[src/rtl/mem_arbiter.sv]
// rtl/mem_arbiter.sv - N-port memory arbiter with burst lock and tagged read return.
// Optional round-robin selection when MEMARB_ROUNDROBIN_EN is defined.
module mem_arbiter #(
  parameter int NPORTS = 3,
  parameter int AW     = 25,
  parameter int DW     = 8,
  parameter int RD_LAT = 1
) (
  input  logic                 F14Mx2,
  input  logic                 reset,
  input  logic [NPORTS-1:0]    p_req,
  input  logic [NPORTS-1:0]    p_we,
  input  logic [NPORTS-1:0]    p_lock,
  input  logic [NPORTS*AW-1:0] p_addr,
  input  logic [NPORTS*DW-1:0] p_din,
  output logic [NPORTS-1:0]    p_ack,
  output logic [NPORTS-1:0]    p_rvalid,
  output logic [DW-1:0]        p_rdata,
  output logic [AW-1:0]        mem_addr,
  output logic [DW-1:0]        mem_din,
  output logic                 mem_we,
  output logic                 mem_rd,
  input  logic [DW-1:0]        mem_dout,
  output logic                 busy
);

  localparam int IW = $clog2(NPORTS);

  typedef enum logic {IDLE, LOCKED} state_t;

  state_t          state, state_nxt;
  logic [IW-1:0]   owner, owner_nxt;
  logic            grant_valid;
  logic [IW-1:0]   grant_idx;
  logic            lock_hold;
  logic [RD_LAT:0] tag_v;
  logic [IW-1:0]   tag_idx [RD_LAT+1];
`ifdef MEMARB_ROUNDROBIN_EN
  logic [IW-1:0]   rr_ptr;
`endif

  always_ff @(posedge F14Mx2) begin
    if (reset) begin
      state <= IDLE;
      owner <= '0;
    end else begin
      state <= state_nxt;
      owner <= owner_nxt;
    end
  end

  // A held lock is only honoured while the owner keeps p_lock high; once it
  // drops, normal selection applies in that same cycle.
  always_comb begin
    state_nxt   = state;
    owner_nxt   = owner;
    grant_valid = 1'b0;
    grant_idx   = '0;
    p_ack       = '0;
    lock_hold   = (state == LOCKED) && p_lock[owner];
    if (lock_hold) begin
      grant_valid = p_req[owner];
      grant_idx   = owner;
    end else begin
`ifdef MEMARB_ROUNDROBIN_EN
      for (int k = 1; k <= NPORTS; k++) begin
        int cand;
        cand = int'(rr_ptr) + k;
        if (cand >= NPORTS) cand = cand - NPORTS;
        if (!grant_valid && p_req[cand]) begin
          grant_valid = 1'b1;
          grant_idx   = IW'(cand);
        end
      end
`else
      for (int i = NPORTS - 1; i >= 0; i--) begin
        if (p_req[i]) begin
          grant_valid = 1'b1;
          grant_idx   = IW'(i);
        end
      end
`endif
    end
    if (reset) grant_valid = 1'b0;
    if (grant_valid) p_ack[grant_idx] = 1'b1;
    if (lock_hold) begin
      state_nxt = LOCKED;
    end else if (grant_valid && p_lock[grant_idx]) begin
      state_nxt = LOCKED;
      owner_nxt = grant_idx;
    end else begin
      state_nxt = IDLE;
    end
  end

`ifdef MEMARB_ROUNDROBIN_EN
  always_ff @(posedge F14Mx2) begin
    if (reset) rr_ptr <= IW'(NPORTS - 1);
    else if (grant_valid) rr_ptr <= grant_idx;
  end
`endif

  always_ff @(posedge F14Mx2) begin
    if (reset) begin
      mem_addr <= '0;
      mem_din  <= '0;
      mem_we   <= 1'b0;
      mem_rd   <= 1'b0;
      tag_v    <= '0;
      p_rvalid <= '0;
      p_rdata  <= '0;
    end else begin
      mem_we <= grant_valid && p_we[grant_idx];
      mem_rd <= grant_valid && !p_we[grant_idx];
      if (grant_valid) begin
        mem_addr <= p_addr[grant_idx*AW +: AW];
        mem_din  <= p_din[grant_idx*DW +: DW];
      end
      // Tag stage k lines up with the memory cycle k after mem_rd.
      tag_v      <= {tag_v[RD_LAT-1:0], grant_valid && !p_we[grant_idx]};
      tag_idx[0] <= grant_idx;
      for (int k = 1; k <= RD_LAT; k++) tag_idx[k] <= tag_idx[k-1];
      p_rvalid <= '0;
      if (tag_v[RD_LAT]) begin
        p_rvalid[tag_idx[RD_LAT]] <= 1'b1;
        p_rdata                   <= mem_dout;
      end
    end
  end

  assign busy = (state == LOCKED) || (|tag_v);

endmodule
[config.mk]
export PLATFORM = sky130hd
export DESIGN_NAME = mem_arbiter
export DESIGN_NICKNAME = d
export VERILOG_FILES = /design/src/rtl/mem_arbiter.sv
export SDC_FILE = /design/constraint.sdc
export NUM_CORES = 1
export LEC_CHECK = 0
export CAP_MARGIN = 25
export CORE_UTILIZATION = 25
export CTS_CLUSTER_SIZE = 10
export DETAILED_ROUTE_END_ITERATION = 10
export PLACE_DENSITY = 0.69
export SLEW_MARGIN = 20
export SYNTH_ARGS = -nofsm -noshare
export SYNTH_HDL_FRONTEND = slang
export SYNTH_SLANG_ARGS = --single-unit
[constraint.sdc]
create_clock -name F14Mx2 -period 2.9 [get_ports F14Mx2]
set_clock_uncertainty 0.2 [all_clocks]
set_input_delay 0.29 -clock F14Mx2 [delete_from_list [all_inputs] [get_ports F14Mx2]]
set_output_delay 0.29 -clock F14Mx2 [all_outputs]
set_load 0.005 [all_outputs]
==> flow_metrics.tcl <==
set metrics [dict create \
    outcome "completed" \
    yosysMostFrequentCell "dfxtp_1" \
    hold_depth 0 \
    yosysTopAreaCellShare 0.3923 \
    grt_pass1_vias 2833 \
    drt_iter0_markers 68 \
    io_pins 168 \
    worst_pin_slew_ns 0.5799 \
    grt_max_degree 38 \
    synth_edf_count 4 \
    final_cell_count_no_fill 579 \
    cts_htree_levels 2 \
    synth_xor_area_frac 0 \
    die_w_um 103.0 \
    layout-drive-gt1-share 0.07399 \
    diodes 0 \
    arrival_ns 2.27 \
    synth_cell_types 38 \
    numCtsBuffers 5 \
    fmax_mhz 362.6 \
    gp_congestion 0.8232 \
    slew_viol_final 0 \
    path_class "input pin to output port" \
    synthFlopType "dfxtp_1" \
    slowest_stage "clkdlybuf4s50_1" \
    synthTopCellsByArea "dfxtp_1 39%, a221oi_1 11%, o21ai_0 7.7%, nand2_1 5.0%, edfxtp_1 4.7%" \
    powerDensity_nw_per_um2 404.7 \
    maxCapViolations 0 \
    rrSetupSlack_ns 0.58 \
    placeableCoreArea_um2 9819 \
    setup_viol 0 \
    r2r-end "mem_addr[14]" \
    syn2layout_area_growth_pct 75.28 \
    synth-compound-area-share 0.3065 \
    synth_warnings 0 \
    yosysTopAreaCell "dfxtp_1" \
    grt_pass1_wl_um 13200 \
    min_period_ns 2.758 \
    path_clk_slew_ns 0.10 \
    ir_drop_mv 0.2146 \
    wl_um 8677 \
    hp-class "register to register" \
    reg2reg_depth 9 \
    netlist_instances 283 \
    power_mw 1.810 \
    syn_area_per_cell_um2 9.015 \
    dp_cells 571 \
    synth_area_um2 2551 \
    utilization 0.4554 \
    crit_top_cell "clkdlybuf4s50_1" \
    insertion_delay_ns 0.30 \
    wl_per_cell_um 14.99 \
    synth_seq_cells 54 \
    synth_simple_gate_area_frac 0.1388 \
    grtUsageTotal 0.1620 \
    fin_hold_ws_ns 0.2359 \
    cp_cell_sequence "clkdlybuf4s50_1 -> and2b_1 -> o211a_1 -> a221oi_4 -> inv_4 -> nor3_2 -> clkdlybuf4s50_1" \
    async_flop_share 0 \
    synth_common_cells "50 x dfxtp_1, 39 x o21ai_0, 34 x nand2_1, 31 x a221oi_1" \
    drc 0 \
    start_kind "input pin" \
    overflow 0 \
    antenna_found_initial 0 \
    cts_root_buf "clkbuf_8" \
    nNetsFinal 563 \
    max_stage_delay_ns 0.55 \
    setup-tns-final_ns 0 \
    hold_violations 0 \
    port_buffers 167 \
    min_to "tag_idx[0][3]" \
    syn_nets 401 \
    hold_path_startpoint "tag_idx[0][1]" \
    start_util 0.2598 \
    synth_top_family_by_area "compound AO/OA/AOI/OAI gates" \
    synth-seq-area-share 0.4394 \
    dp.final_hpwl_um 6647 \
    hold_buffers 0 \
    via_count 2794 \
    cts_max_path_buffers 2 \
    first_pass_iters 4 \
    crit_fanout 4 \
    synth_adder_area_share 0 \
    timing.final.crit_share 0.9510 \
    die_h_um 103.0 \
    muxShareOfSynthArea 0.03923 \
    num-fill-cells 981 \
    postRouteAntennaNets 0 \
    rsz0062_at_grt "false" \
    r2r_start "owner[0]" \
    end_kind "output port" \
    fp-row-count 36 \
    clock-sinks 54 \
    relSlewSlack 0.6129 \
    dieArea_um2 10610 \
    post_drt_via_cell_ratio 4.826 \
    p_leak_nw 1.615 \
    cts_tree "done" \
    worst-endpoint-required_ns 2.41 \
]
[repair_timing]
action	4_1_cts	5_1_grt
buffers inserted	0	0
resized for setup	0	2
setup endpoints to repair	0	2
[area by class of cell]
| class | instances | area, µm² | share of cell area |
|---|---|---|---|
| inverter | 7 | 31.28 | 0.006995 |
| multi-input combinational | 198 | 1252 | 0.2801 |
| sequential | 54 | 1122 | 0.2510 |
| clock inverter | 2 | 17.52 | 0.003917 |
| clock buffer | 6 | 82.58 | 0.01847 |
| tap | 133 | 166.4 | 0.03721 |
| timing repair buffer | 179 | 1799 | 0.4024 |
[cell usage in the layout, fill, tap and decap left out, types with 2 or more instances in the layout]
| cell | count |
|---|---|
| nor2b_1 | 2 |
| nor2_1 | 18 |
| buf_12 | 3 |
| o21a_1 | 2 |
| clkdlybuf4s50_1 | 167 |
| clkinv_4 | 2 |
| edfxtp_1 | 4 |
| a21oi_1 | 16 |
| a221oi_2 | 2 |
| nand2_1 | 34 |
| o211ai_1 | 2 |
| inv_1 | 5 |
| o21ai_0 | 39 |
| buf_4 | 9 |
| inv_4 | 2 |
| clkbuf_8 | 6 |
| nor4bb_1 | 2 |
| o21ai_1 | 17 |
| nor3_1 | 2 |
| mux2i_1 | 10 |
| dfxtp_1 | 49 |
| a221oi_1 | 31 |
| nand3_1 | 2 |
[sequential cells by signal, indices dropped and copies added (netlist names)]
signal	flops
tag_v	2
tag_idx	4
mem_addr	25
mem_din	8
mem_we	1
p_rvalid	3
state	1
owner	2
p_rdata	8
[per-stage QoR]
stage | cell area [µm²] | setup WS (ns)
2_1_floorplan | 2551 | 0.8150
3_3_place_gp | 4365 | 0.04680
3_5_place_dp | 4365 | 0.03833
4_1_cts | 4466 | 0.03054
5_1_grt | 4472 | 0.03343
6_report | 4472 | 0.1421
[worst max path at each step]
| stage | start | endpoint | cells after the start |
|---|---|---|---|
| 2_1_floorplan | owner[0] | p_ack[0] | 9 |
| 3_3_place_gp | p_req[0] | p_ack[0] | 7 |
| 3_5_place_dp | p_req[0] | p_ack[0] | 7 |
| 4_1_cts | owner[0] | p_ack[0] | 6 |
| 5_1_grt | p_lock[0] | p_ack[0] | 7 |
| 6_report | p_req[0] | p_ack[0] | 7 |
[kinds of logic after synthesis]
| family | count (synthesis) |
|---|---|
| compound gates | 118 |
| simple gates | 70 |
| buf+inv | 31 |
| mux | 10 |
| flops | 54 |
[per-layer routing]
layer / up-vias / wire (µm) / track usage / share of wire
met3: 4 / 802 / 0.04746 / 0.092
met2: 126 / 4307 / 0.3087 / 0.50
met4: 0 / 42 / 0.03359 / 0.0048
li1: 1380 / - / - / -
met1: 1284 / 3525 / 0.1764 / 0.41
met5: - / 0 / 0 / 0
[critical path: cells and delay by family]
| kind | cells | cell delay [ns] |
|---|---|---|
| AOI/OAI and AO/OA | 2 | 0.43 |
| and+or+nand+nor | 2 | 0.44 |
| buffers and inverters | 3 | 1.11 |
[where the power goes]
group | total, mW | switching (mW) | internal, mW
clock network | 0.454 | 0.257 | 0.197
registers | 0.847 | 0.0352 | 0.811
logic | 0.509 | 0.189 | 0.320
Note: power is estimated with default switching activity, not from simulation.
